<file path="config.mk">
export PLATFORM = sky130hd
export DESIGN_NAME = dmem_arbiter_flat
export DESIGN_NICKNAME = d
export VERILOG_FILES = /design/src/rtl/dmem_arbiter_if.sv /design/src/rtl/dmem_arbiter.sv /design/src/flat_wrapper.sv
export SDC_FILE = /design/constraint.sdc
export NUM_CORES = 1
export LEC_CHECK = 0
export BUFFER_PORTS_ARGS = -buffer_cell sky130_fd_sc_hd__buf_2
export CORE_MARGIN = 2
export CORE_UTILIZATION = 46
export CTS_CLUSTER_SIZE = 14
export DETAILED_ROUTE_END_ITERATION = 12
export PLACE_DENSITY = 0.81
export SLEW_MARGIN = 20
export SYNTH_ARGS = -nofsm -noshare
export SYNTH_HDL_FRONTEND = slang
export SYNTH_SLANG_ARGS = --single-unit
</file>
<file path="constraint.sdc">
create_clock -name clk -period 3.16 [get_ports clk]
set_input_delay 0.158 -clock clk [delete_from_list [all_inputs] [get_ports clk]]
set_output_delay 0.158 -clock clk [all_outputs]
set_load 0.05 [all_outputs]
</file>
<file path="src/rtl/dmem_arbiter_if.sv">
// ----------------------------------------------------------------------------
// dmem_arbiter_if
// Bus bundle for the shared data-memory port.
//
// Signal groups:
//   p0_*  pipeline memory stage (push/pop/write/read, stall, load data)
//   p1_*  auxiliary requester (req/ack handshake, read data)
//   mem_* data-memory strobes, address, write data and read data
//
// Modports:
//   slave  - the arbiter's view (requests in, grants/memory strobes out)
//   master - the environment's view (requesters plus the memory itself)
// ----------------------------------------------------------------------------
interface dmem_arbiter_if;
    // Port 0: memory stage
    logic        p0_read;
    logic        p0_write;
    logic        p0_push;
    logic        p0_pop;
    logic [15:0] p0_addr;
    logic [15:0] p0_wdata;
    logic        p0_stall;
    logic [15:0] p0_rdata;
    logic        p0_rvalid;

    // Port 1: debug / DMA loader
    logic        p1_req;
    logic        p1_we;
    logic [15:0] p1_addr;
    logic [15:0] p1_wdata;
    logic        p1_ack;
    logic [15:0] p1_rdata;
    logic        p1_rvalid;

    // Data memory
    logic        mem_cs;
    logic        mem_we;
    logic        mem_re;
    logic [15:0] mem_addr;
    logic [15:0] mem_wdata;
    logic [15:0] mem_rdata;

    modport slave (
        input  p0_read, p0_write, p0_push, p0_pop, p0_addr, p0_wdata,
        output p0_stall, p0_rdata, p0_rvalid,
        input  p1_req, p1_we, p1_addr, p1_wdata,
        output p1_ack, p1_rdata, p1_rvalid,
        output mem_cs, mem_we, mem_re, mem_addr, mem_wdata,
        input  mem_rdata
    );

    modport master (
        output p0_read, p0_write, p0_push, p0_pop, p0_addr, p0_wdata,
        input  p0_stall, p0_rdata, p0_rvalid,
        output p1_req, p1_we, p1_addr, p1_wdata,
        input  p1_ack, p1_rdata, p1_rvalid,
        input  mem_cs, mem_we, mem_re, mem_addr, mem_wdata,
        output mem_rdata
    );
endinterface

</file>
<file path="src/rtl/dmem_arbiter.sv">
// ----------------------------------------------------------------------------
// dmem_arbiter
// Owns the single data-memory port shared by the pipeline memory stage
// (port 0) and an auxiliary requester (port 1). Keeps the stack pointer,
// resolves push/pop addressing, flags stack overflow/underflow, and
// arbitrates with port-0 priority plus a starvation guard for port 1.
//
// Ports:
//   clk          clock, all state on rising edge
//   rst          asynchronous active-high reset
//   io_bus       dmem_arbiter_if.slave (port 0, port 1 and memory signals)
//   o_sp         current stack pointer
//   o_stack_ovf  sticky: push attempted below STACK_FLOOR
//   o_stack_unf  sticky: pop attempted on an empty stack
//
// Parameters:
//   SP_RESET      stack pointer after reset (top of stack, empty)
//   STACK_FLOOR   lowest legal stack address
//   STARVE_LIMIT  cycles port 1 may wait before being forced through (1..15)
// ----------------------------------------------------------------------------
module dmem_arbiter #(
    parameter logic [15:0] SP_RESET     = 16'h0FFF,
    parameter logic [15:0] STACK_FLOOR  = 16'h0800,
    parameter int unsigned STARVE_LIMIT = 4
) (
    input  logic                 clk,
    input  logic                 rst,
    dmem_arbiter_if.slave        io_bus,
    output logic [15:0]          o_sp,
    output logic                 o_stack_ovf,
    output logic                 o_stack_unf
);

    localparam int unsigned     CNT_W       = 4;
    localparam logic [CNT_W-1:0] STARVE_MAX = CNT_W'(STARVE_LIMIT);
    // A push is refused when it would move sp below the floor.
    localparam logic [15:0]     SP_OVF_TRIP = STACK_FLOOR - 16'd1;

    // Owner of the read issued last cycle. P0_ZERO is an underflowed pop:
    // port 0 still gets its rvalid pulse, but with zero data and no memory
    // access behind it.
    localparam logic [1:0] OWN_NONE    = 2'd0;
    localparam logic [1:0] OWN_P0      = 2'd1;
    localparam logic [1:0] OWN_P1      = 2'd2;
    localparam logic [1:0] OWN_P0_ZERO = 2'd3;

    // ------------------------------------------------------------------------
    // State
    // ------------------------------------------------------------------------
    logic [15:0]      r_sp;
    logic [CNT_W-1:0] r_starve_cnt;
    logic [1:0]       r_rd_owner;
    logic             r_stack_ovf;
    logic             r_stack_unf;
    logic [15:0]      r_p0_rdata;
    logic [15:0]      r_p1_rdata;

    // ------------------------------------------------------------------------
    // Port-0 decode (push > pop > write > read)
    // ------------------------------------------------------------------------
    logic w_p0_push_op;
    logic w_p0_pop_op;
    logic w_p0_write_op;
    logic w_p0_read_op;
    logic w_p0_has_op;

    assign w_p0_push_op  = io_bus.p0_push;
    assign w_p0_pop_op   = !io_bus.p0_push && io_bus.p0_pop;
    assign w_p0_write_op = !io_bus.p0_push && !io_bus.p0_pop && io_bus.p0_write;
    assign w_p0_read_op  = !io_bus.p0_push && !io_bus.p0_pop && !io_bus.p0_write
                           && io_bus.p0_read;
    assign w_p0_has_op   = io_bus.p0_push || io_bus.p0_pop
                           || io_bus.p0_write || io_bus.p0_read;

    // ------------------------------------------------------------------------
    // Grant
    // ------------------------------------------------------------------------
    logic w_p1_grant;
    logic w_p0_grant;

    // NOTE: grants are gated by rst so every strobe and p1_ack is low for the
    // whole time reset is held, not just after the first clock edge.
    assign w_p1_grant = !rst && io_bus.p1_req
                        && (!w_p0_has_op || (r_starve_cnt == STARVE_MAX));
    assign w_p0_grant = !rst && w_p0_has_op && !w_p1_grant;

    // Stack qualification of the granted port-0 op.
    logic [15:0] w_sp_inc;
    logic        w_push_ok;
    logic        w_push_ovf;
    logic        w_pop_ok;
    logic        w_pop_unf;
    logic        w_write_ok;
    logic        w_read_ok;

    assign w_sp_inc   = r_sp + 16'd1;
    assign w_push_ok  = w_p0_grant && w_p0_push_op && (r_sp != SP_OVF_TRIP);
    assign w_push_ovf = w_p0_grant && w_p0_push_op && (r_sp == SP_OVF_TRIP);
    assign w_pop_ok   = w_p0_grant && w_p0_pop_op  && (r_sp != SP_RESET);
    assign w_pop_unf  = w_p0_grant && w_p0_pop_op  && (r_sp == SP_RESET);
    assign w_write_ok = w_p0_grant && w_p0_write_op;
    assign w_read_ok  = w_p0_grant && w_p0_read_op;

    // ------------------------------------------------------------------------
    // Memory strobes (combinational from grant)
    // ------------------------------------------------------------------------
    logic        w_mem_we;
    logic        w_mem_re;
    logic [15:0] w_mem_addr;
    logic [15:0] w_mem_wdata;

    always_comb begin
        // NOTE: every output gets a default before the branches; an untaken
        // path would otherwise hold its old value and infer a latch.
        w_mem_we    = 1'b0;
        w_mem_re    = 1'b0;
        w_mem_addr  = 16'h0000;
        w_mem_wdata = 16'h0000;

        if (w_p1_grant) begin
            w_mem_we    = io_bus.p1_we;
            w_mem_re    = !io_bus.p1_we;
            w_mem_addr  = io_bus.p1_addr;
            w_mem_wdata = io_bus.p1_wdata;
        end else if (w_push_ok) begin
            w_mem_we    = 1'b1;
            w_mem_addr  = r_sp;
            w_mem_wdata = io_bus.p0_wdata;
        end else if (w_pop_ok) begin
            w_mem_re    = 1'b1;
            w_mem_addr  = w_sp_inc;
        end else if (w_write_ok) begin
            w_mem_we    = 1'b1;
            w_mem_addr  = io_bus.p0_addr;
            w_mem_wdata = io_bus.p0_wdata;
        end else if (w_read_ok) begin
            w_mem_re    = 1'b1;
            w_mem_addr  = io_bus.p0_addr;
        end
        // Dropped push/pop fall through with every strobe low.
    end

    assign io_bus.mem_we    = w_mem_we;
    assign io_bus.mem_re    = w_mem_re;
    assign io_bus.mem_cs    = w_mem_we || w_mem_re;
    assign io_bus.mem_addr  = w_mem_addr;
    assign io_bus.mem_wdata = w_mem_wdata;

    // Port 0 only stalls when port 1 is forced over a pending op; dropped
    // stack ops complete (as errors) and do not stall.
    assign io_bus.p0_stall = w_p0_has_op && w_p1_grant;
    assign io_bus.p1_ack   = w_p1_grant;

    // ------------------------------------------------------------------------
    // Stack pointer and sticky error flags
    // ------------------------------------------------------------------------
    // NOTE: sequential state uses non-blocking assignments so every flop
    // samples the pre-edge values regardless of block ordering.
    always_ff @(posedge clk or posedge rst) begin
        if (rst) begin
            r_sp        <= SP_RESET;
            r_stack_ovf <= 1'b0;
            r_stack_unf <= 1'b0;
        end else begin
            if (w_push_ok) begin
                r_sp <= r_sp - 16'd1;
            end else if (w_pop_ok) begin
                r_sp <= w_sp_inc;
            end
            if (w_push_ovf) begin
                r_stack_ovf <= 1'b1;
            end
            if (w_pop_unf) begin
                r_stack_unf <= 1'b1;
            end
        end
    end

    // ------------------------------------------------------------------------
    // Starvation counter: counts cycles port 1 waits, saturates at the limit.
    // Dropping p1_req abandons the request and restarts the count.
    // ------------------------------------------------------------------------
    always_ff @(posedge clk or posedge rst) begin
        if (rst) begin
            r_starve_cnt <= '0;
        end else if (!io_bus.p1_req || w_p1_grant) begin
            r_starve_cnt <= '0;
        end else if (r_starve_cnt != STARVE_MAX) begin
            r_starve_cnt <= r_starve_cnt + 1'b1;
        end
    end

    // ------------------------------------------------------------------------
    // Read tracking
    // ------------------------------------------------------------------------
    logic [1:0] w_rd_owner_next;

    always_comb begin
        w_rd_owner_next = OWN_NONE;
        if (w_p1_grant && !io_bus.p1_we) begin
            w_rd_owner_next = OWN_P1;
        end else if (w_pop_ok || w_read_ok) begin
            w_rd_owner_next = OWN_P0;
        end else if (w_pop_unf) begin
            w_rd_owner_next = OWN_P0_ZERO;
        end
    end

    // The owner register is cleared asynchronously, so a read in flight when
    // reset hits never produces an rvalid pulse.
    always_ff @(posedge clk or posedge rst) begin
        if (rst) begin
            r_rd_owner <= OWN_NONE;
            r_p0_rdata <= 16'h0000;
            r_p1_rdata <= 16'h0000;
        end else begin
            r_rd_owner <= w_rd_owner_next;
            case (r_rd_owner)
                OWN_P0:      r_p0_rdata <= io_bus.mem_rdata;
                OWN_P0_ZERO: r_p0_rdata <= 16'h0000;
                OWN_P1:      r_p1_rdata <= io_bus.mem_rdata;
                default:     ;
            endcase
        end
    end

    // Memory data lands the cycle after issue, which is also the rvalid
    // cycle. The rdata outputs bypass to mem_rdata in that cycle and then
    // hold the captured value until the next read for the same port.
    logic w_p0_rvalid;
    logic w_p1_rvalid;

    assign w_p0_rvalid = (r_rd_owner == OWN_P0) || (r_rd_owner == OWN_P0_ZERO);
    assign w_p1_rvalid = (r_rd_owner == OWN_P1);

    assign io_bus.p0_rvalid = w_p0_rvalid;
    assign io_bus.p1_rvalid = w_p1_rvalid;
    assign io_bus.p0_rdata  = (r_rd_owner == OWN_P0)      ? io_bus.mem_rdata :
                              (r_rd_owner == OWN_P0_ZERO) ? 16'h0000 :
                                                            r_p0_rdata;
    assign io_bus.p1_rdata  = w_p1_rvalid ? io_bus.mem_rdata : r_p1_rdata;

    assign o_sp        = r_sp;
    assign o_stack_ovf = r_stack_ovf;
    assign o_stack_unf = r_stack_unf;

endmodule

</file>
<file path="src/flat_wrapper.sv">
// flat-port wrapper written by rule: the top's interface ports become plain ports
module dmem_arbiter_flat 
#(
    parameter logic [15:0] SP_RESET     = 16'h0FFF,
    parameter logic [15:0] STACK_FLOOR  = 16'h0800,
    parameter int unsigned STARVE_LIMIT = 4
)
  (clk, rst, o_sp, o_stack_ovf, o_stack_unf, io_bus_p0_read, io_bus_p0_write, io_bus_p0_push, io_bus_p0_pop, io_bus_p0_addr, io_bus_p0_wdata, io_bus_p0_stall, io_bus_p0_rdata, io_bus_p0_rvalid, io_bus_p1_req, io_bus_p1_we, io_bus_p1_addr, io_bus_p1_wdata, io_bus_p1_ack, io_bus_p1_rdata, io_bus_p1_rvalid, io_bus_mem_cs, io_bus_mem_we, io_bus_mem_re, io_bus_mem_addr, io_bus_mem_wdata, io_bus_mem_rdata);
  dmem_arbiter_if io_bus_i ();
  input  logic clk;
  input  logic rst;
  output logic [15:0] o_sp;
  output logic o_stack_ovf;
  output logic o_stack_unf;
  input wire logic [$bits(io_bus_i.p0_read)-1:0] io_bus_p0_read;
  input wire logic [$bits(io_bus_i.p0_write)-1:0] io_bus_p0_write;
  input wire logic [$bits(io_bus_i.p0_push)-1:0] io_bus_p0_push;
  input wire logic [$bits(io_bus_i.p0_pop)-1:0] io_bus_p0_pop;
  input wire logic [$bits(io_bus_i.p0_addr)-1:0] io_bus_p0_addr;
  input wire logic [$bits(io_bus_i.p0_wdata)-1:0] io_bus_p0_wdata;
  output wire logic [$bits(io_bus_i.p0_stall)-1:0] io_bus_p0_stall;
  output wire logic [$bits(io_bus_i.p0_rdata)-1:0] io_bus_p0_rdata;
  output wire logic [$bits(io_bus_i.p0_rvalid)-1:0] io_bus_p0_rvalid;
  input wire logic [$bits(io_bus_i.p1_req)-1:0] io_bus_p1_req;
  input wire logic [$bits(io_bus_i.p1_we)-1:0] io_bus_p1_we;
  input wire logic [$bits(io_bus_i.p1_addr)-1:0] io_bus_p1_addr;
  input wire logic [$bits(io_bus_i.p1_wdata)-1:0] io_bus_p1_wdata;
  output wire logic [$bits(io_bus_i.p1_ack)-1:0] io_bus_p1_ack;
  output wire logic [$bits(io_bus_i.p1_rdata)-1:0] io_bus_p1_rdata;
  output wire logic [$bits(io_bus_i.p1_rvalid)-1:0] io_bus_p1_rvalid;
  output wire logic [$bits(io_bus_i.mem_cs)-1:0] io_bus_mem_cs;
  output wire logic [$bits(io_bus_i.mem_we)-1:0] io_bus_mem_we;
  output wire logic [$bits(io_bus_i.mem_re)-1:0] io_bus_mem_re;
  output wire logic [$bits(io_bus_i.mem_addr)-1:0] io_bus_mem_addr;
  output wire logic [$bits(io_bus_i.mem_wdata)-1:0] io_bus_mem_wdata;
  input wire logic [$bits(io_bus_i.mem_rdata)-1:0] io_bus_mem_rdata;
  assign io_bus_i.p0_read = io_bus_p0_read;
  assign io_bus_i.p0_write = io_bus_p0_write;
  assign io_bus_i.p0_push = io_bus_p0_push;
  assign io_bus_i.p0_pop = io_bus_p0_pop;
  assign io_bus_i.p0_addr = io_bus_p0_addr;
  assign io_bus_i.p0_wdata = io_bus_p0_wdata;
  assign io_bus_p0_stall = io_bus_i.p0_stall;
  assign io_bus_p0_rdata = io_bus_i.p0_rdata;
  assign io_bus_p0_rvalid = io_bus_i.p0_rvalid;
  assign io_bus_i.p1_req = io_bus_p1_req;
  assign io_bus_i.p1_we = io_bus_p1_we;
  assign io_bus_i.p1_addr = io_bus_p1_addr;
  assign io_bus_i.p1_wdata = io_bus_p1_wdata;
  assign io_bus_p1_ack = io_bus_i.p1_ack;
  assign io_bus_p1_rdata = io_bus_i.p1_rdata;
  assign io_bus_p1_rvalid = io_bus_i.p1_rvalid;
  assign io_bus_mem_cs = io_bus_i.mem_cs;
  assign io_bus_mem_we = io_bus_i.mem_we;
  assign io_bus_mem_re = io_bus_i.mem_re;
  assign io_bus_mem_addr = io_bus_i.mem_addr;
  assign io_bus_mem_wdata = io_bus_i.mem_wdata;
  assign io_bus_i.mem_rdata = io_bus_mem_rdata;
  dmem_arbiter #(.SP_RESET(SP_RESET), .STACK_FLOOR(STACK_FLOOR), .STARVE_LIMIT(STARVE_LIMIT)) u_core (.clk(clk), .rst(rst), .io_bus(io_bus_i), .o_sp(o_sp), .o_stack_ovf(o_stack_ovf), .o_stack_unf(o_stack_unf));
endmodule
</file>
==> insert_results.sql, run 1 <==
INSERT INTO impl_metrics (metric_group, metric, value, unit) VALUES
('min_path', 'hold_path_class', 'input pin to flop', ''),
('critical_path', 'reg_to_reg_slack_setup', '0.67', 'ns'),
('die', 'die-height', '91.4', 'um'),
('placement', 'post-dp-hpwl', '8270', 'um'),
('routing', 'route.vias.total', '3785', ''),
('yosys', 'async_flop_share', '1.00', ''),
('routing', 'via_per_inst', '5.65', ''),
('clock_tree', 'cts_sinks', '56', ''),
('die', 'die_w', '91.4', 'um'),
('global_route', 'grt_antenna_before_repair', '0', ''),
('critical_path', 'cpLargestDelayFamily', 'simple AND/OR/NAND/NOR gates', ''),
('clock_tree', 'clock_tree_from_tritoncts', 'done', ''),
('critical_path', 'cp_cell_sequence', 'ha_1 -> and3_2 -> nand4b_1 -> nand2_1 -> nand2_2 -> mux2_2 -> buf_2', ''),
('yosys', 'synth_warnings', '0', ''),
('pwr', 'power_leakage', '2.30', 'nW'),
('cells_and_area', 'finalNetCount', '662', ''),
('clock_tree', 'cts_buffers', '5', ''),
('critical_path', 'critPathSlowestCell', 'sky130_fd_sc_hd__dfstp_2', ''),
('pwr', 'vdd_ir_drop_max', '0.479', 'mV'),
('critical_path', 'setup.worst_path.end_class', 'output pin', ''),
('timing', 'layout_worst_path_cycle_share', '0.931', ''),
('routing', 'ant_nets', '0', ''),
('critical_path', 'critical-path-max-stage-delay', '0.67', 'ns'),
('critical_path', 'setup.worst_path.start_class', 'flop', ''),
('clock_tree', 'clock_tree.htree_level_count', '2', ''),
('routing', 'wire_per_inst', '16.0', 'um'),
('yosys', 'fraction_of_the_mapped_netlist_area_in_adder_cells', '0.0142', ''),
('timing', 'worst_pin_slew', '0.614', 'ns'),
('yosys', 'synth.avg_cell_area', '8.84', 'um^2'),
('die', 'core_region_area', '7330', 'um^2'),
('timing', 'fin_worst_hold_slack', '0.0770', 'ns'),
('run_status', 'run_status', 'finished, final reports clean', ''),
('routing', 'met1_length', '4660', 'um'),
('timing', 'grt_setup_unrepaired', 'false', ''),
('clock_tree', 'clkTransAtPathRegs', '0.10', 'ns'),
('critical_path', 'path_class', 'flop to output pin', ''),
('timing', 'timing.max_slew.rel_slack', '0.587', ''),
('die', 'placement_rows', '31', ''),
('timing', 'finClkSkew', '0.00718', 'ns'),
('routing', 'detail_route.drc_violations', '0', ''),
('yosys', 'postSynthCellCount', '398', ''),
('cells_and_area', 'areaGrowthSynthToFinish', '32.9', '%'),
('yosys', 'post_synth_edffs', '0', ''),
('placement', 'finalWeightedCongestion', '0.964', ''),
('routing', 'maxUsedRoutingLayer', 'met4', ''),
('routing', 'dr_wl_met2', '5060', 'um'),
('critical_path', 'critPathMaxFanout', '17', ''),
('die', 'design.die.area', '8360', 'um^2'),
('routing', 'route.final.wire_length', '10700', 'um'),
('yosys', 'top_reg_cell_synth', 'sky130_fd_sc_hd__dfrtp_1', ''),
('cells_and_area', 'drive_above_1_share', '0.440', ''),
('clock_tree', 'cts_buffer_depth', '2', ''),
('routing', 'drt_pre_antenna_iters', '5', ''),
('timing', 'maxSlewViolCount', '0', ''),
('die', 'floorplan.initialDensity', '0.480', ''),
('timing', 'finalSetupViolCount', '0', ''),
('routing', 'drtIter0Drc', '252', ''),
('critical_path', 'cp_num_buf_inv', '1', ''),
('yosys', 'synth.area.mux_share', '0.0576', ''),
('placement', 'buffer_ports.inserted', '176', ''),
('timing', 'finalHoldViolCount', '0', ''),
('global_route', 'groute.usage.overall', '0.251', ''),
('clock_tree', 'clockRootBuffer', 'sky130_fd_sc_hd__clkbuf_8', ''),
('critical_path', 'data_required_time_of_the_critical_path', '3.00', 'ns'),
('clock_tree', 'worst_skew_pair.late_latency', '0.31', 'ns'),
('yosys', 'synth_simple_gate_area_frac', '0.181', ''),
('yosys', 'synth_sequential_area_ratio', '0.403', ''),
('yosys', 'synth_top_family_by_area', 'compound AO/OA/AOI/OAI gates', ''),
('cells_and_area', 'final_area', '4670', 'um^2'),
('die', 'io_pins', '177', ''),
('critical_path', 'crit_arrival', '2.78', 'ns');
[report_power, final]
group | internal (mW) | leakage (nW) | switching [mW] | total, mW
Sequential | 1.03 | 0.669 | 0.293 | 1.32
Combinational | 0.649 | 1.59 | 1.71 | 2.36
Clock | 0.158 | 0.0414 | 0.237 | 0.395
Total | 1.83 | 2.30 | 2.24 | 4.08
[metrics by stage]
step	power, mW	cells	setup slack, ns	setup TNS [ns]
2_1_floorplan	3.12	398	-0.511	-1.02
3_3_place_gp	3.60	657	0.435	0
3_5_place_dp	3.66	657	0.366	0
4_1_cts	4.06	666	0.0157	0
5_1_grt	4.28	670	0.0260	0
6_report	4.08	670	0.219	0
[logic make-up after synthesis]
kind of cell | count (synthesis)
fa+ha+maj | 4
buf+inv | 62
flops | 56
compound gates | 122
xor+xnor | 18
mux | 18
simple gates | 118
[synth_stat cells (4+ instances only)]
library cell	number	area share
sky130_fd_sc_hd__a31oi_1	4	0.0071
sky130_fd_sc_hd__a22o_1	18	0.045
sky130_fd_sc_hd__inv_1	29	0.031
sky130_fd_sc_hd__clkbuf_1	26	0.028
sky130_fd_sc_hd__a21oi_1	14	0.020
sky130_fd_sc_hd__o21ai_0	42	0.060
sky130_fd_sc_hd__nor2_1	21	0.022
sky130_fd_sc_hd__nor4_1	8	0.014
sky130_fd_sc_hd__xnor2_1	13	0.032
sky130_fd_sc_hd__nand4_1	4	0.0071
sky130_fd_sc_hd__o22ai_1	8	0.014
sky130_fd_sc_hd__nand2b_1	5	0.0089
sky130_fd_sc_hd__o211ai_1	7	0.015
sky130_fd_sc_hd__mux2_2	18	0.058
sky130_fd_sc_hd__nor3_1	7	0.010
sky130_fd_sc_hd__ha_1	4	0.014
sky130_fd_sc_hd__xor2_1	5	0.012
sky130_fd_sc_hd__dfstp_2	12	0.090
sky130_fd_sc_hd__nand3_1	10	0.014
sky130_fd_sc_hd__dfrtp_1	44	0.31
sky130_fd_sc_hd__a22oi_1	8	0.017
sky130_fd_sc_hd__nand2_1	33	0.035
sky130_fd_sc_hd__buf_2	5	0.0071
[worst paths after layout]
kind	start	endpoint	cells after the start
setup / recovery	u_core.o_sp[1]	io_bus_mem_we	7
hold / removal	io_bus_mem_rdata[8]	u_core.r_p0_rdata[8]	3
setup reg to reg	u_core.o_sp[2]	u_core.o_sp[14]	5
hold reg to reg	u_core.o_stack_unf	u_core.o_stack_unf	1
max in group asynchronous	rst	u_core.r_p0_rdata[5]	4
min in group asynchronous	rst	u_core.r_starve_cnt[0]	3
[worst register-to-register path, delay by kind of cell, from the launching register on]
family	cells	cell delay, ns
AND/OR/NAND/NOR	4	1.59
AO/OA/AOI/OAI	1	0.35
flip-flops	1	0.44
[routing by layer]
layer  global-route usage  up-vias
met1                0.340     1772
met2                0.404      198
met4               0.0884        0
met3               0.0440       20
met5                    0        -
li1                     -     1795
[layout make-up]
class,instances,area [um^2]
fillers,628,2660
multi-input cells,280,1880
flip-flops and latches,56,1420
repair buffers,198,1060
well taps,99,124
inverters,29,109
clock buffers,6,72.6
clock inverters,2,16.3
[state kept, by name, indices dropped and copies added (netlist names)]
signal / count
u_core.o_sp: 16
u_core.r_p0_rdata: 16
u_core.r_rd_owner: 2
u_core.o_stack_unf: 1
u_core.r_starve_cnt: 4
u_core.o_stack_ovf: 1
u_core.r_p1_rdata: 16
[cells in the final DEF, fill, tap and decap left out, types with 7 or more instances in the layout]
cell and count:
sky130_fd_sc_hd__buf_2 172, sky130_fd_sc_hd__dfrtp_1 44, sky130_fd_sc_hd__o21ai_0 40, sky130_fd_sc_hd__nand2_1 32, sky130_fd_sc_hd__inv_1 28, sky130_fd_sc_hd__nor2_1 21
sky130_fd_sc_hd__buf_4 21, sky130_fd_sc_hd__a22o_1 18, sky130_fd_sc_hd__mux2_2 18, sky130_fd_sc_hd__xnor2_1 13, sky130_fd_sc_hd__a21oi_1 12, sky130_fd_sc_hd__dfstp_2 12
sky130_fd_sc_hd__nand3_1 10, sky130_fd_sc_hd__nor4_1 8, sky130_fd_sc_hd__o22ai_1 8, sky130_fd_sc_hd__a22oi_1 8, sky130_fd_sc_hd__o211ai_1 7, sky130_fd_sc_hd__nor3_1 7
[repair_timing]
| item | 4_1_cts | 5_1_grt |
|---|---|---|
| hold buffers | 1 | 0 |
| setup buffers | 0 | 4 |
| setup endpoints to repair | 0 | 33 |
| gates resized for setup | 0 | 8 |
| hold endpoints to repair | 12 | 0 |
Note: power is estimated with default switching activity, not from simulation.
==> run 2, diff against run 1 <==
- MAX_ROUTING_LAYER: default -> met4
- PLACE_DENSITY: 0.81 -> 0.89
==> insert_results.sql, run 2 (synthesis gave the netlist of run 1 again) <==
INSERT INTO impl_metrics (metric_group, metric, value, unit) VALUES
('critical_path', 'data_required_time_of_the_critical_path', '3.00', 'ns'),
('global_route', 'global_route_wire_length_before_repair', '18500', 'um'),
('cells_and_area', 'final_cell_mix', 'sky130_fd_sc_hd__buf_2, sky130_fd_sc_hd__dfrtp_1, sky130_fd_sc_hd__o21ai_0', ''),
('global_route', 'grt_pass1_vias', '3740', ''),
('pwr', 'vdd_ir_drop_max', '0.388', 'mV'),
('min_path', 'hold_path_class', 'input pin to flop', ''),
('die', 'die-height', '91.4', 'um'),
('critical_path', 'critPathSlowestCell', 'sky130_fd_sc_hd__dfstp_2', ''),
('routing', 'drt_pre_antenna_iters', '5', ''),
('routing', 'route.final.wire_length', '11700', 'um'),
('pwr', 'power.switching_fraction', '0.555', ''),
('clock_tree', 'cts_buffers', '5', ''),
('cells_and_area', 'layout_commonest_cell', 'sky130_fd_sc_hd__buf_2', ''),
('die', 'io_pins', '177', ''),
('cells_and_area', 'layout.core_utilization', '0.636', ''),
('pwr', 'power_leakage', '2.29', 'nW'),
('critical_path', 'critical-path-max-stage-delay', '0.62', 'ns'),
('timing', 'fmaxAchievable', '329', 'MHz'),
('die', 'design.die.area', '8360', 'um^2'),
('pwr', 'power.clock.fraction', '0.098', ''),
('timing', 'maxSlewViolCount', '0', ''),
('critical_path', 'cp_cell_sequence', 'nor4b_1 -> nand4b_1 -> and2_1 -> buf_4 -> a22oi_1 -> a21oi_2 -> buf_2', ''),
('timing', 'finalHoldViolCount', '0', ''),
('pwr', 'internal_power', '1.84', 'mW'),
('clock_tree', 'cts_sinks', '56', ''),
('clock_tree', 'worst_skew_pair.late_latency', '0.32', 'ns'),
('routing', 'detail_route.drc_violations', '0', ''),
('routing', 'wire_per_inst', '17.4', 'um'),
('clock_tree', 'cts_buffer_depth', '2', ''),
('critical_path', 'endpoint', 'io_bus_mem_addr[5]', ''),
('critical_path', 'ff2ff_path_depth', '5', ''),
('critical_path', 'r2r-start', 'u_core.o_sp[2]', ''),
('die', 'die_w', '91.4', 'um'),
('die', 'core_region_area', '7330', 'um^2'),
('critical_path', 'reg_to_reg_slack_setup', '0.66', 'ns'),
('global_route', 'grt_antenna_before_repair', '0', ''),
('global_route', 'maximum_number_of_pins_on_one_net_before_global_route_repair', '36', ''),
('critical_path', 'setup.worst_path.start', 'u_core.o_sp[10]', ''),
('timing', 'timing.max_slew.rel_slack', '0.471', ''),
('die', 'floorplan.initialDensity', '0.480', ''),
('critical_path', 'critPathMaxFanout', '19', ''),
('cells_and_area', 'areaGrowthSynthToFinish', '32.6', '%'),
('clock_tree', 'clkTransAtPathRegs', '0.11', 'ns'),
('timing', 'finalSetupViolCount', '0', ''),
('run_status', 'run_status', 'finished, final reports clean', ''),
('critical_path', 'setup.worst_path.start_class', 'flop', ''),
('timing', 'layout_worst_path_cycle_share', '0.962', ''),
('die', 'placement_rows', '31', ''),
('global_route', 'groute.usage.overall', '0.283', ''),
('placement', 'post-dp-hpwl', '8940', 'um'),
('timing', 'final.min_clock_period', '3.04', 'ns'),
('timing', 'fin_worst_hold_slack', '0.0875', 'ns'),
('timing', 'grt_setup_unrepaired', 'false', ''),
('clock_tree', 'clock_tree.htree_level_count', '2', ''),
('pwr', 'switching_power', '2.29', 'mW'),
('timing', 'finClkSkew', '0.0132', 'ns'),
('critical_path', 'path_class', 'flop to output pin', ''),
('routing', 'via_per_inst', '5.68', ''),
('routing', 'drtIter0Drc', '289', ''),
('pwr', 'portion_of_total_power_attributed_to_sequential_cells', '0.318', ''),
('pwr', 'power.density_cell_area', '885', 'nW/um^2'),
('routing', 'route.vias.total', '3803', ''),
('critical_path', 'crit_arrival', '2.88', 'ns'),
('cells_and_area', 'finalNetCount', '661', ''),
('cells_and_area', 'drive_above_1_share', '0.444', ''),
('global_route', 'overflow_left_after_global_routing', '0', ''),
('routing', 'ant_nets', '0', ''),
('critical_path', 'critical_path.reg2reg.endpoint', 'u_core.o_sp[15]', ''),
('pwr', 'p_comb_frac', '0.584', ''),
('placement', 'finalWeightedCongestion', '0.978', ''),
('clock_tree', 'clock_tree_from_tritoncts', 'done', ''),
('clock_tree', 'clockRootBuffer', 'sky130_fd_sc_hd__clkbuf_8', ''),
('cells_and_area', 'count_of_inserted_antenna_diode_cells', '0', ''),
('placement', 'buffer_ports.inserted', '176', ''),
('critical_path', 'setup.worst_path.end_class', 'output pin', ''),
('job', 'timing.max_cap.violations', '0', ''),
('timing', 'worst_pin_slew', '0.793', 'ns');
==> run 2: changes by cell type in the layout (fill, tap and decap cells not counted), sizes merged <==
cell,change
buf,+2
inv,+1
clkinvlp,-1
clkinv,+1
clkbuf,-4
==> run 2: critical path: cells and delay by family (launching register included) <==
family                 cells  cell delay (ns)
AND/OR/NAND/NOR            3             1.10
flip-flops                 1             0.62
AO/OA/AOI/OAI              2             0.42
buffers and inverters      2             0.43
==> run 2: final cells by class <==
cell class / count / area (um^2)
fill: 635 / 2670
multi-input combinational: 280 / 1880
sequential: 56 / 1420
timing repair buffer: 197 / 1040
tap: 99 / 124
inverter: 29 / 109
clock buffer: 5 / 68.8
clock inverter: 3 / 22.5
==> run 2: repair_timing <==
item,4_1_cts,5_1_grt
cloned,0,0
setup endpoints to repair,8,23
hold buffers,1,0
resized for setup,2,4
pin swaps,0,1
buffers inserted,0,3
hold endpoints to repair,11,0
==> run 2: worst min path at each step <==
stage | from | to | slack (ns) | cells after the start
floorplan | io_bus_p1_we | u_core.r_rd_owner[1] | 0.27 | 1
global placement | rst | u_core.r_starve_cnt[2] | 0.26 | 2
detailed placement | rst | u_core.o_stack_unf | 0.27 | 2
CTS | io_bus_p1_we | u_core.r_rd_owner[1] | 0.08 | 2
global route | io_bus_mem_rdata[5] | u_core.r_p0_rdata[5] | 0.1 | 3
finish | io_bus_mem_rdata[2] | u_core.r_p0_rdata[2] | 0.09 | 3
==> run 2: power groups by stage <==
stage	clock (mW)	sequential (mW)	combinational (mW)
after floorplan	0	1.43	1.69
after global placement	0	1.29	2.35
after detailed placement	0	1.31	2.39
after CTS	0.418	1.30	2.40
after global routing	0.441	1.35	2.54
final	0.405	1.31	2.41
==> run 2: routing by layer <==
| layer | track usage | vias up | routed length (um) |
|---|---|---|---|
| li1 | - | 1783 | - |
| met1 | 0.329 | 1805 | 4670 |
| met2 | 0.513 | 202 | 5940 |
| met3 | 0.0365 | 13 | 858 |
| met4 | 0.0745 | 0 | 196 |
| met5 | - | - | 0 |
==> run 2: metrics by stage <==
| step | instances | setup TNS (ns) | setup WS (ns) | cell area [um^2] | power (mW) |
|---|---|---|---|---|---|
| finish | 669 | 0 | 0.120 | 4660 | 4.13 |
| global route | 669 | 0 | 0.00898 | 4660 | 4.33 |
| CTS | 666 | 0 | 0.0813 | 4630 | 4.11 |
| detailed placement | 657 | 0 | 0.285 | 4520 | 3.70 |
| global placement | 657 | 0 | 0.374 | 4520 | 3.64 |
| floorplan | 398 | -1.02 | -0.511 | 3520 | 3.12 |
